## config.mk

```make
export PLATFORM = sky130hd
export DESIGN_NAME = multi_bit_sync_filter
export DESIGN_NICKNAME = d
export VERILOG_FILES = /design/src/rtl/sync_pkg.sv /design/src/rtl/sync_filter_chan.sv /design/src/rtl/multi_bit_sync_filter.sv
export SDC_FILE = /design/constraint.sdc
export NUM_CORES = 1
export LEC_CHECK = 0
export CAP_MARGIN = 20
export CORE_ASPECT_RATIO = 0.9
export CORE_MARGIN = 4
export CORE_UTILIZATION = 32
export DETAILED_ROUTE_END_ITERATION = 10
export SLEW_MARGIN = 20
export SYNTH_ARGS = -nofsm -noshare
export SYNTH_HDL_FRONTEND = slang
export SYNTH_SLANG_ARGS = --single-unit
export TNS_END_PERCENT = 30
```

## constraint.sdc

```tcl
create_clock -name clk -period 1.1 [get_ports clk]
set_input_delay 0.275 -clock clk [delete_from_list [all_inputs] [get_ports clk]]
set_output_delay 0.275 -clock clk [all_outputs]
set_load 0.03 [all_outputs]
```

## src/rtl/sync_pkg.sv

```systemverilog
// Shared types and helpers for the multi-channel synchroniser/filter.
package sync_pkg;

  localparam int unsigned SYNC_MIN_STAGES = 2;

  // Per-channel glitch filter state.
  typedef enum logic {
    FLT_IDLE    = 1'b0,
    FLT_PENDING = 1'b1
  } flt_state_e;

  // Filter counter width: enough to hold 0..cycles, never narrower than 1 bit.
  function automatic int cnt_width(input int cycles);
    int w;
    w = $clog2(cycles + 1);
    return (w < 1) ? 1 : w;
  endfunction

endpackage

```

## src/rtl/sync_filter_chan.sv

```systemverilog
// One channel: flop synchroniser chain, stability filter and optional edge
// detector. Edge outputs exist only when MULTI_BIT_SYNC_EDGE_EN is defined.
module sync_filter_chan
  import sync_pkg::*;
#(
  parameter int unsigned STAGES        = 2,
  parameter int unsigned FILTER_CYCLES = 4,
  parameter logic        RST_VAL       = 1'b0
) (
  input  logic clk,
  input  logic rst_n,
  input  logic din,
  output logic dout
`ifdef MULTI_BIT_SYNC_EDGE_EN
  ,
  output logic rise,
  output logic fall
`endif
);

  logic [STAGES-1:0] sync_q;
  logic              s;

  // Metastability chain: stage0 captures the raw input, last stage feeds the filter.
  always_ff @(posedge clk or negedge rst_n) begin
    if (!rst_n) begin
      sync_q <= {STAGES{RST_VAL}};
    end else begin
      sync_q <= {sync_q[STAGES-2:0], din};
    end
  end

  assign s = sync_q[STAGES-1];

  generate
    if (FILTER_CYCLES == 0) begin : g_bypass
      assign dout = s;
    end else begin : g_filter
      localparam int unsigned CW = unsigned'(cnt_width(int'(FILTER_CYCLES)));
      localparam logic [CW-1:0] LAST = CW'(FILTER_CYCLES - 1);

      flt_state_e    state_q, state_d;
      logic [CW-1:0] cnt_q, cnt_d;
      logic          out_q, out_d;
      logic          mismatch;

      assign mismatch = s ^ out_q;

      // Filter state, stability counter and accepted level.
      always_ff @(posedge clk or negedge rst_n) begin
        if (!rst_n) begin
          state_q <= FLT_IDLE;
          cnt_q   <= '0;
          out_q   <= RST_VAL;
        end else begin
          state_q <= state_d;
          cnt_q   <= cnt_d;
          out_q   <= out_d;
        end
      end

      // Accept a new level only after LAST+1 consecutive mismatching samples;
      // any agreeing sample discards the accumulated count.
      always_comb begin
        state_d = state_q;
        cnt_d   = cnt_q;
        out_d   = out_q;
        case (state_q)
          FLT_IDLE: begin
            cnt_d = '0;
            if (mismatch) begin
              if (cnt_q == LAST) begin
                out_d = s;
              end else begin
                cnt_d   = cnt_q + CW'(1);
                state_d = FLT_PENDING;
              end
            end
          end
          FLT_PENDING: begin
            if (!mismatch) begin
              cnt_d   = '0;
              state_d = FLT_IDLE;
            end else if (cnt_q == LAST) begin
              out_d   = s;
              cnt_d   = '0;
              state_d = FLT_IDLE;
            end else begin
              cnt_d = cnt_q + CW'(1);
            end
          end
          default: begin
            cnt_d   = '0;
            state_d = FLT_IDLE;
          end
        endcase
      end

      assign dout = out_q;
    end
  endgenerate

`ifdef MULTI_BIT_SYNC_EDGE_EN
  logic prev_q;

  // Previous filtered level; reset equal to the output so no pulse follows reset.
  always_ff @(posedge clk or negedge rst_n) begin
    if (!rst_n) begin
      prev_q <= RST_VAL;
    end else begin
      prev_q <= dout;
    end
  end

  assign rise = dout & ~prev_q;
  assign fall = ~dout & prev_q;
`endif

endmodule

```

## src/rtl/multi_bit_sync_filter.sv

```systemverilog
// Multi-channel synchroniser with per-channel glitch filter.
// Define MULTI_BIT_SYNC_EDGE_EN to add rise/fall/any_edge pulse outputs.
module multi_bit_sync_filter
  import sync_pkg::*;
#(
  parameter int unsigned      WIDTH         = 4,
  parameter int unsigned      STAGES        = 2,
  parameter int unsigned      FILTER_CYCLES = 4,
  parameter logic [WIDTH-1:0] RESET_VAL     = {WIDTH{1'b0}}
) (
  input  logic             clk,
  input  logic             rst_n,
  input  logic [WIDTH-1:0] async_in,
  output logic [WIDTH-1:0] sync_out
`ifdef MULTI_BIT_SYNC_EDGE_EN
  ,
  output logic [WIDTH-1:0] rise,
  output logic [WIDTH-1:0] fall,
  output logic             any_edge
`endif
);

  // Too short a chain gives no metastability protection; refuse to build.
  generate
    if (STAGES < SYNC_MIN_STAGES) begin : g_stage_check
      $fatal(1, "multi_bit_sync_filter: STAGES must be >= %0d", SYNC_MIN_STAGES);
    end
  endgenerate

  // Independent channel instances.
  for (genvar i = 0; i < WIDTH; i++) begin : g_chan
    sync_filter_chan #(
      .STAGES        (STAGES),
      .FILTER_CYCLES (FILTER_CYCLES),
      .RST_VAL       (RESET_VAL[i])
    ) u_chan (
      .clk   (clk),
      .rst_n (rst_n),
      .din   (async_in[i]),
      .dout  (sync_out[i])
`ifdef MULTI_BIT_SYNC_EDGE_EN
      ,
      .rise  (rise[i]),
      .fall  (fall[i])
`endif
    );
  end

`ifdef MULTI_BIT_SYNC_EDGE_EN
  assign any_edge = |(rise | fall);
`endif

endmodule

```

# Yosys cells after proc, flatten, opt, wreduce, memory -nomap -nowiden
# Index checks and enable logic that the tools add are counted.
[word_totals]
regBits = 24
mem_bits_rw = 0
rom_bits = 0
memories = 0
latch_bits = 0
wordCells = 44
in_bits = 6
[classes]
n_eq_ne = 4
n_lt_le_gt_ge = 0
n_div = 0
n_mux = 16
add_sub_neg = 4
shifts = 0
multipliers = 0
n_reduce_logical = 4
bitwise = 4
[op_table]
columns = ["cell", "count"]
rows = [
  ["2-to-1 mux 3 bit", 8],
  ["adder 3 x 1 -> 3 bit (second input constant)", 4],
  ["== test 3 x 2 -> 1 bit (second input constant)", 4],
  ["2-to-1 mux 1 bit", 8],
  ["AND reduction 2 bit", 4],
  ["XOR 1 bit", 4],
]

# Depth between registers and ports, before layout
# Gate-level depths: netlist of the first run.
[depth]
depth_word = 3
depth_mapped = 3
depth_no_buf = 3

# Modules after synthesis
# From an unflattened synthesis of the first run, not the netlist that was laid out.
[unflattened]
cells_unflattened = 52
hier_area_um2 = 865.8
[modules_own_cells]
columns = ["module", "area_each_um2", "instances", "seq_area_each_um2", "cells_per_inst"]
rows = [
  ["sync_filter_chan", 216.5, 4, 150.1, 13],
]

# Worst setup path after synthesis of the first run
# OpenSTA, ideal clock, no wires.
[synth_timing]
path_type = "register to register"
startpoint = "register g_chan[0].u_chan.g_filter.cnt_q[0]"
endpoint = "register g_chan[0].u_chan.g_filter.out_q"
stages_incl_launch_ff = 4
period_less_slack_ns = 1.076
arrival_time_ns = 0.951
n_path_buf = 0
path_slack_ns = 0.024
path_cell_list = "dfrtp_1 ha_1 nor2b_4 mux2_2"
[synth_via]
elab_chain_len = 2
[synth_rtl]
columns = ["element", "line", "text"]
rows = [
  ["start, declared", "sync_filter_chan.sv:43", "logic [CW-1:0] cnt_q, cnt_d;"],
  ["start signal, assigned", "sync_filter_chan.sv:57", "cnt_q <= cnt_d;"],
  ["== test 3 x 2 -> 1 bit", "sync_filter_chan.sv:72, sync_filter_chan.sv:84", ""],
  ["AND reduction 2 bit (no source line)", "--", ""],
  ["end signal, assigned", "sync_filter_chan.sv:58", "out_q <= out_d;"],
  ["end, declared", "sync_filter_chan.sv:44", "logic out_q, out_d;"],
]
# No other way between the ends.
# A chain may end at the register's enable or synchronous reset.

# Final worst setup path of the first run
[layout_timing]
startpoint = "register g_chan[3].u_chan.g_filter.out_q"
endpoint = "output sync_out[3]"
[layout_rtl]
columns = ["element", "line", "text"]
rows = [
  ["start, declared", "sync_filter_chan.sv:44", ""],
  ["start signal, assigned", "sync_filter_chan.sv:58", ""],
  ["end, declared", "multi_bit_sync_filter.sv:14", "output logic [WIDTH-1:0] sync_out"],
]
# No word-level cell between the ends.

==> run metrics, run 1 <==
ranking of synthesized cells by area=dfrtp_1, nor2b_4, ha_1, mux2_2, nor3b_1; layout cell share with drive strength beyond 1=44.7%; Die X-Extent=63.7 um; first-pass GRT wire length=2090 um; FP Rows=17; Worst path top cell family by delay=flip-flops; Port Buffers=9; Initial DRT Pass Iterations=2; Remaining DRCs=0; min-delay worst type=in -> async; Die Height=58.1 um; initial antenna violation count=0; CP cell instances=buf_6; f_max=877 MHz; slowest CP cell=dfrtp_1; wire per inst=11.6 um; Post-DP HPWL=834 um; status=finished with violations; clk_lat worst skew=0.30 ns; Cells after DPL=93; worst IR drop on VDD=0.935 mV; reg2reg path depth=3; setup_tns=-0.160 ns; reg2reg start=g_chan[3].u_chan.g_filter.cnt_q[0]; Slew Limit Headroom=80.5%; Post-Syn Instances=56; final slew viol count=0; post-DR vias/cell=4.51; num ports=10; fillers=235; failing checks=negative setup slack; placed cell area=1020 um^2; Global Route Usage Sum=7.57%; crit path DAT=0.86 ns; Initial Util=35.0%; die area=3700 um^2; Sink Count=24; CP startpoint=g_chan[3].u_chan.dout; area grow syn2layout=32.5%; Cell Area, Synth=893 um^2; routed via count=469; register bit total from synthesis=24; Slew @ Worst Pin=0.291 ns; Crit Path Category=reg -> out; CTS tree=yes; final core occ=46.4%; largest net degree at the start of global routing=25; Synthesized Nets=66; Place WS=-0.0133 ns; Design Area, Final=1180 um^2; RSZ-0062 raised after global routing=yes; area leader, netlist=dfrtp_1; period utilization=104%; FF-to-FF End=g_chan[3].u_chan.dout; r2r setup slk=-0.01 ns; drt total wl=1210 um; Reg clk slew, reported paths=0.12 ns; share of the synthesized area in the top cell type=67.2%; post-route ant nets=0; Final Hold Viols=0; Period minus WS final=1.14 ns; CP max stage delay=0.42 ns; setup violators final=6; Longest Clk Path Bufs=2; vias in the first global route=471; grt ovf=0; post-layout net count=87; leakage power=0.543 nW; PwrDens=2470 nW/um^2; First DRT Iteration DRCs=11; YS warnings=0; Clock Skew=0.000984 ns; H-tree depth=1; Non-Filler Instances=104; Max-cap violations=0; Critical Path RT=0.82 ns; setup ws final=-0.0398 ns; total CTS buffers=3; Placeable Area=2550 um^2; Synth cell types=9; n_diodes=0; Critical path buffers and inverters=1; post-synthesis sequential area ratio=67.2%; crit path max fanout=2; crit end category=output port; nature of the critical path startpoint=flop; synthesized area per cell=16.0 um^2; GP Congestion=0.609; CTS root buf=clkbuf_4
==> per-layer routing <==
layer,global-route usage [%],part of all wire [%]
met3,4.65,7.5
met2,11.6,46
met1,8.67,45
met5,0,0
met4,2.77,1.2
==> sequential cells by signal, indices dropped and copies added (netlist names) <==
| name | count |
|---|---|
| g_chan.u_chan.g_filter.cnt_q | 12 |
| g_chan.u_chan.dout | 4 |
| g_chan.u_chan.sync_q | 8 |
==> cells in the mapped netlist, drive strengths merged <==
cell   instances
nor3           4
dfrtp         24
ha             4
buf            4
xnor2          4
nor2b          6
mux2           4
nor3b          6
==> through the flow <==
step                total power (W)  hold WS (ns)
floorplan                   0.00186       -0.0206
global placement            0.00200         0.334
detailed placement          0.00203         0.337
CTS                         0.00285         0.287
global route                0.00314         0.270
finish                      0.00293         0.295
==> area by class of cell <==
type / count / area [um^2] / area share [%]
flip-flops and latches: 24 / 601 / 50.7
multi-input cells: 28 / 305 / 25.8
repair buffers: 20 / 190 / 16.1
well taps: 28 / 35.0 / 2.96
clock inverters: 1 / 30.0 / 2.54
clock buffers: 3 / 22.5 / 1.90
==> what timing repair did <==
| item | in CTS | in global routing |
|---|---|---|
| endpoints found under the setup margin | 10 | 12 |
| cloned | 0 | 0 |
| hold buffers | 0 | 0 |
| gates resized for setup | 7 | 8 |
| buffers inserted | 4 | 3 |
| pin swaps | 1 | 3 |
==> worst max path at each step <==
stage	end	slack [ns]	depth (start not counted)
floorplan	g_chan[0].u_chan.dout	0.02	3
global placement	g_chan[3].u_chan.dout	-0.02	3
detailed placement	g_chan[3].u_chan.dout	-0.01	3
CTS	sync_out[2]	-0.06	1
global route	sync_out[3]	-0.10	1
finish	sync_out[3]	-0.04	1
==> power breakdown <==
group | leakage, nW | internal (W) | switching, W
registers | 0.300 | 0.00109 | 0.000114
logic | 0.215 | 0.000651 | 0.000457
clock network | 0.0279 | 0.000368 | 0.000247
total | 0.543 | 0.00211 | 0.000818
==> layout by cell type (no fill, tap or decap), types with 3 or more instances in the layout <==
cell type         n
nor2b_4           4
dfrtp_1          24
clkdlybuf4s50_1   5
mux2_4            4
buf_4            10
xnor2_1           3
nor3_1            4
nor3b_1           4
ha_2              4
buf_6             4
clkbuf_4          3
==> cell families (layout without fill, tap and decap cells) <==
| group | count (synthesis) | count (layout) | synth area share, % |
|---|---|---|---|
| and+or+nand+nor | 16 | 16 | 14.8 |
| DFF | 24 | 24 | 67.2 |
| xor gates and xnor gates | 4 | 4 | 3.92 |
| buffers and inverters | 4 | 24 | 3.36 |
| muxes | 4 | 4 | 5.04 |
| adders and majority gates | 4 | 4 | 5.60 |
Power figures use the tool's default switching activity.
==> run 2: changes to the inputs <==
--- a/config.mk
+++ b/config.mk
@@ -9,6 +9,7 @@
 export CORE_ASPECT_RATIO = 0.9
 export CORE_MARGIN = 4
 export CORE_UTILIZATION = 32
+export CTS_CLUSTER_DIAMETER = 60
 export DETAILED_ROUTE_END_ITERATION = 10
 export SLEW_MARGIN = 20
 export SYNTH_ARGS = -nofsm -noshare
==> results of run 2 <==
Same layout as run 1: the final DEF is identical, and so are final timing and power.
==> run 3: changes to the inputs <==
--- a/config.mk
+++ b/config.mk
@@ -15,4 +15,4 @@
 export SYNTH_ARGS = -nofsm -noshare
 export SYNTH_HDL_FRONTEND = slang
 export SYNTH_SLANG_ARGS = --single-unit
-export TNS_END_PERCENT = 30
+export TNS_END_PERCENT = 1
==> constraint.sdc (replaced) <==
create_clock -name clk -period 1.4 [get_ports clk]
set_input_delay 0.35 -clock clk [delete_from_list [all_inputs] [get_ports clk]]
set_output_delay 0.35 -clock clk [all_outputs]
set_load 0.03 [all_outputs]
==> run 3 against run 2 <==
Effect of this change:
- the flow now finishes without violations
- design area shrank 15%
- sequential share of layout area grew 8.8 points
- worst hold slack gained 0.068 ns
- largest cell class unchanged
- highest routed layer unchanged
==> run metrics, run 3 (synthesized netlist as in run 1, its figures left out) <==
FP Rows=17 (unchanged); clk_lat worst skew=0.30 ns (about the same); Global Route Usage Sum=7.28% (was 7.57%); Cells after DPL=90 (was 93); initial antenna violation count=0 (unchanged); Post-CTS Setup Bufs=0 (was 4); n_diodes=0 (unchanged); CP max stage delay=0.42 ns (about the same); num ports=10 (unchanged); Crit Path Category=reg -> out (unchanged); slowest CP cell=dfrtp_1 (unchanged); Reg clk slew, reported paths=0.11 ns (was 0.12 ns); Port Buffers=9 (unchanged); Period minus WS final=1.25 ns; Initial Util=35.0% (unchanged); Slew @ Worst Pin=0.288 ns (was 0.291 ns); crit path max fanout=3 (was 2); Critical path buffers and inverters=1 (unchanged); First DRT Iteration DRCs=9 (was 11); max reg flops=12 (unchanged); Worst path top cell family by delay=flip-flops (unchanged); Final Hold Viols=0 (unchanged); crit path DAT=0.90 ns (was 0.86 ns); Remaining DRCs=0 (unchanged); layout cell share with drive strength beyond 1=24.6% (was 44.7%); # hold bufs at CTS=0 (unchanged); routed via count=419 (was 469); Die X-Extent=63.7 um (unchanged); Placeable Area=2550 um^2 (unchanged); Slew Limit Headroom=80.8% (was 80.5%); crit end category=output port (unchanged); CTS tree=yes (unchanged); final slew viol count=0 (unchanged); area grow syn2layout=12.9% (was 32.5%); period utilization=89.2%; PwrDens=1790 nW/um^2 (was 2470 nW/um^2); Sink Count=24 (unchanged); commonest non-fill, non-tap cells in the layout=dfrtp_1, nor3b_1, clkdlybuf4s50_1, buf_4 (was dfrtp_1, buf_4, clkdlybuf4s50_1); min-delay worst type=reg -> reg (was in -> async); CP cell instances=buf_4 (was buf_6); CTS root buf=clkbuf_4 (unchanged); post-route ant nets=0 (unchanged); vias in the first global route=466 (was 471); Clock Skew=0.00335 ns (was 0.000984 ns); f_max=801 MHz; RSZ-0062 raised after global routing=no (was yes); largest net degree at the start of global routing=25 (unchanged); status=finished clean (was finished with violations); leakage power=0.454 nW (was 0.543 nW); drt total wl=995 um (was 1210 um); setup_tns=0 ns (was -0.160 ns); first-pass GRT wire length=2010 um (was 2090 um); Post-CTS Resized=0 (was 7); Longest Clk Path Bufs=2 (unchanged); Non-Filler Instances=93 (was 104); H-tree depth=1 (unchanged); post-DR vias/cell=4.51 (about the same); wire per inst=10.7 um (was 11.6 um); die area=3700 um^2 (unchanged); nature of the critical path startpoint=flop (unchanged); most common cell after layout, fill and taps aside=dfrtp_1 (unchanged); Post-DP HPWL=764 um (was 834 um); setup violators final=0 (was 6); fillers=248 (was 235); r2r setup slk=0.27 ns (was -0.01 ns); Die Height=58.1 um (unchanged); Initial DRT Pass Iterations=2 (unchanged); worst IR drop on VDD=0.779 mV (was 0.935 mV); Critical Path RT=1.05 ns (was 0.82 ns); Max-cap violations=0 (unchanged); total CTS buffers=3 (unchanged); Largest Register=g_chan.u_chan.g_filter.cnt_q (unchanged); grt ovf=0 (unchanged); GP Congestion=0.620 (was 0.609); post-layout net count=77 (was 87)
==> run 3: cell count changes in the layout (fill, tap and decap cells not counted), sizes merged <==
cell    change
bufinv      -1
buf        -10
==> run 3: cell type report <==
cell class	count	area [um^2]	area share, %
clock buffers	3	22.5	2.23
multi-input cells	28	263	26.1
flip-flops and latches	24	601	59.6
well taps	28	35.0	3.47
repair buffers	10	87.6	8.68
==> run 3: final timing paths <==
| check | depth (start not counted) | to | startpoint |
|---|---|---|---|
| worst max-delay path | 1 | sync_out[2] | g_chan[2].u_chan.dout |
| worst min-delay path | 0 | g_chan[2].u_chan.sync_q[1] | g_chan[2].u_chan.sync_q[0] |
| worst max register to register | 3 | g_chan[1].u_chan.dout | g_chan[1].u_chan.g_filter.cnt_q[0] |
| worst min register to register | 0 | g_chan[2].u_chan.sync_q[1] | g_chan[2].u_chan.sync_q[0] |
| max in group asynchronous | 2 | g_chan[0].u_chan.g_filter.cnt_q[2] | rst_n |
| min in group asynchronous | 2 | g_chan[2].u_chan.g_filter.cnt_q[2] | rst_n |
==> run 3: through the flow <==
stage	cell area (um^2)	hold WS (ns)	utilization [%]	total power (W)	setup slack [ns]
after floorplan	893	0.0544	-	0.00146	0.324
after global placement	986	0.335	38.6	0.00155	0.273
after detailed placement	986	0.339	38.6	0.00157	0.260
after CTS	1010	0.359	39.5	0.00186	0.115
after global routing	1010	0.372	39.5	0.00198	0.0777
final	1010	0.363	39.5	0.00181	0.151
==> run 3: metal layers <==
layer | share of wire (%) | track usage [%] | vias to the layer above
met4 | 1.6 | 2.77 | 0
met2 | 42 | 10.9 | 12
li1 | - | - | 203
met1 | 46 | 8.29 | 202
met5 | 0 | 0 | -
met3 | 11 | 4.84 | 2
==> run 3: where the power goes <==
part	switching [W]	total [W]	leakage (nW)	internal, W
combinational	0.000284	0.000580	0.140	0.000296
sequential	0.0000983	0.000954	0.300	0.000855
clock	0.000176	0.000277	0.0138	0.000100
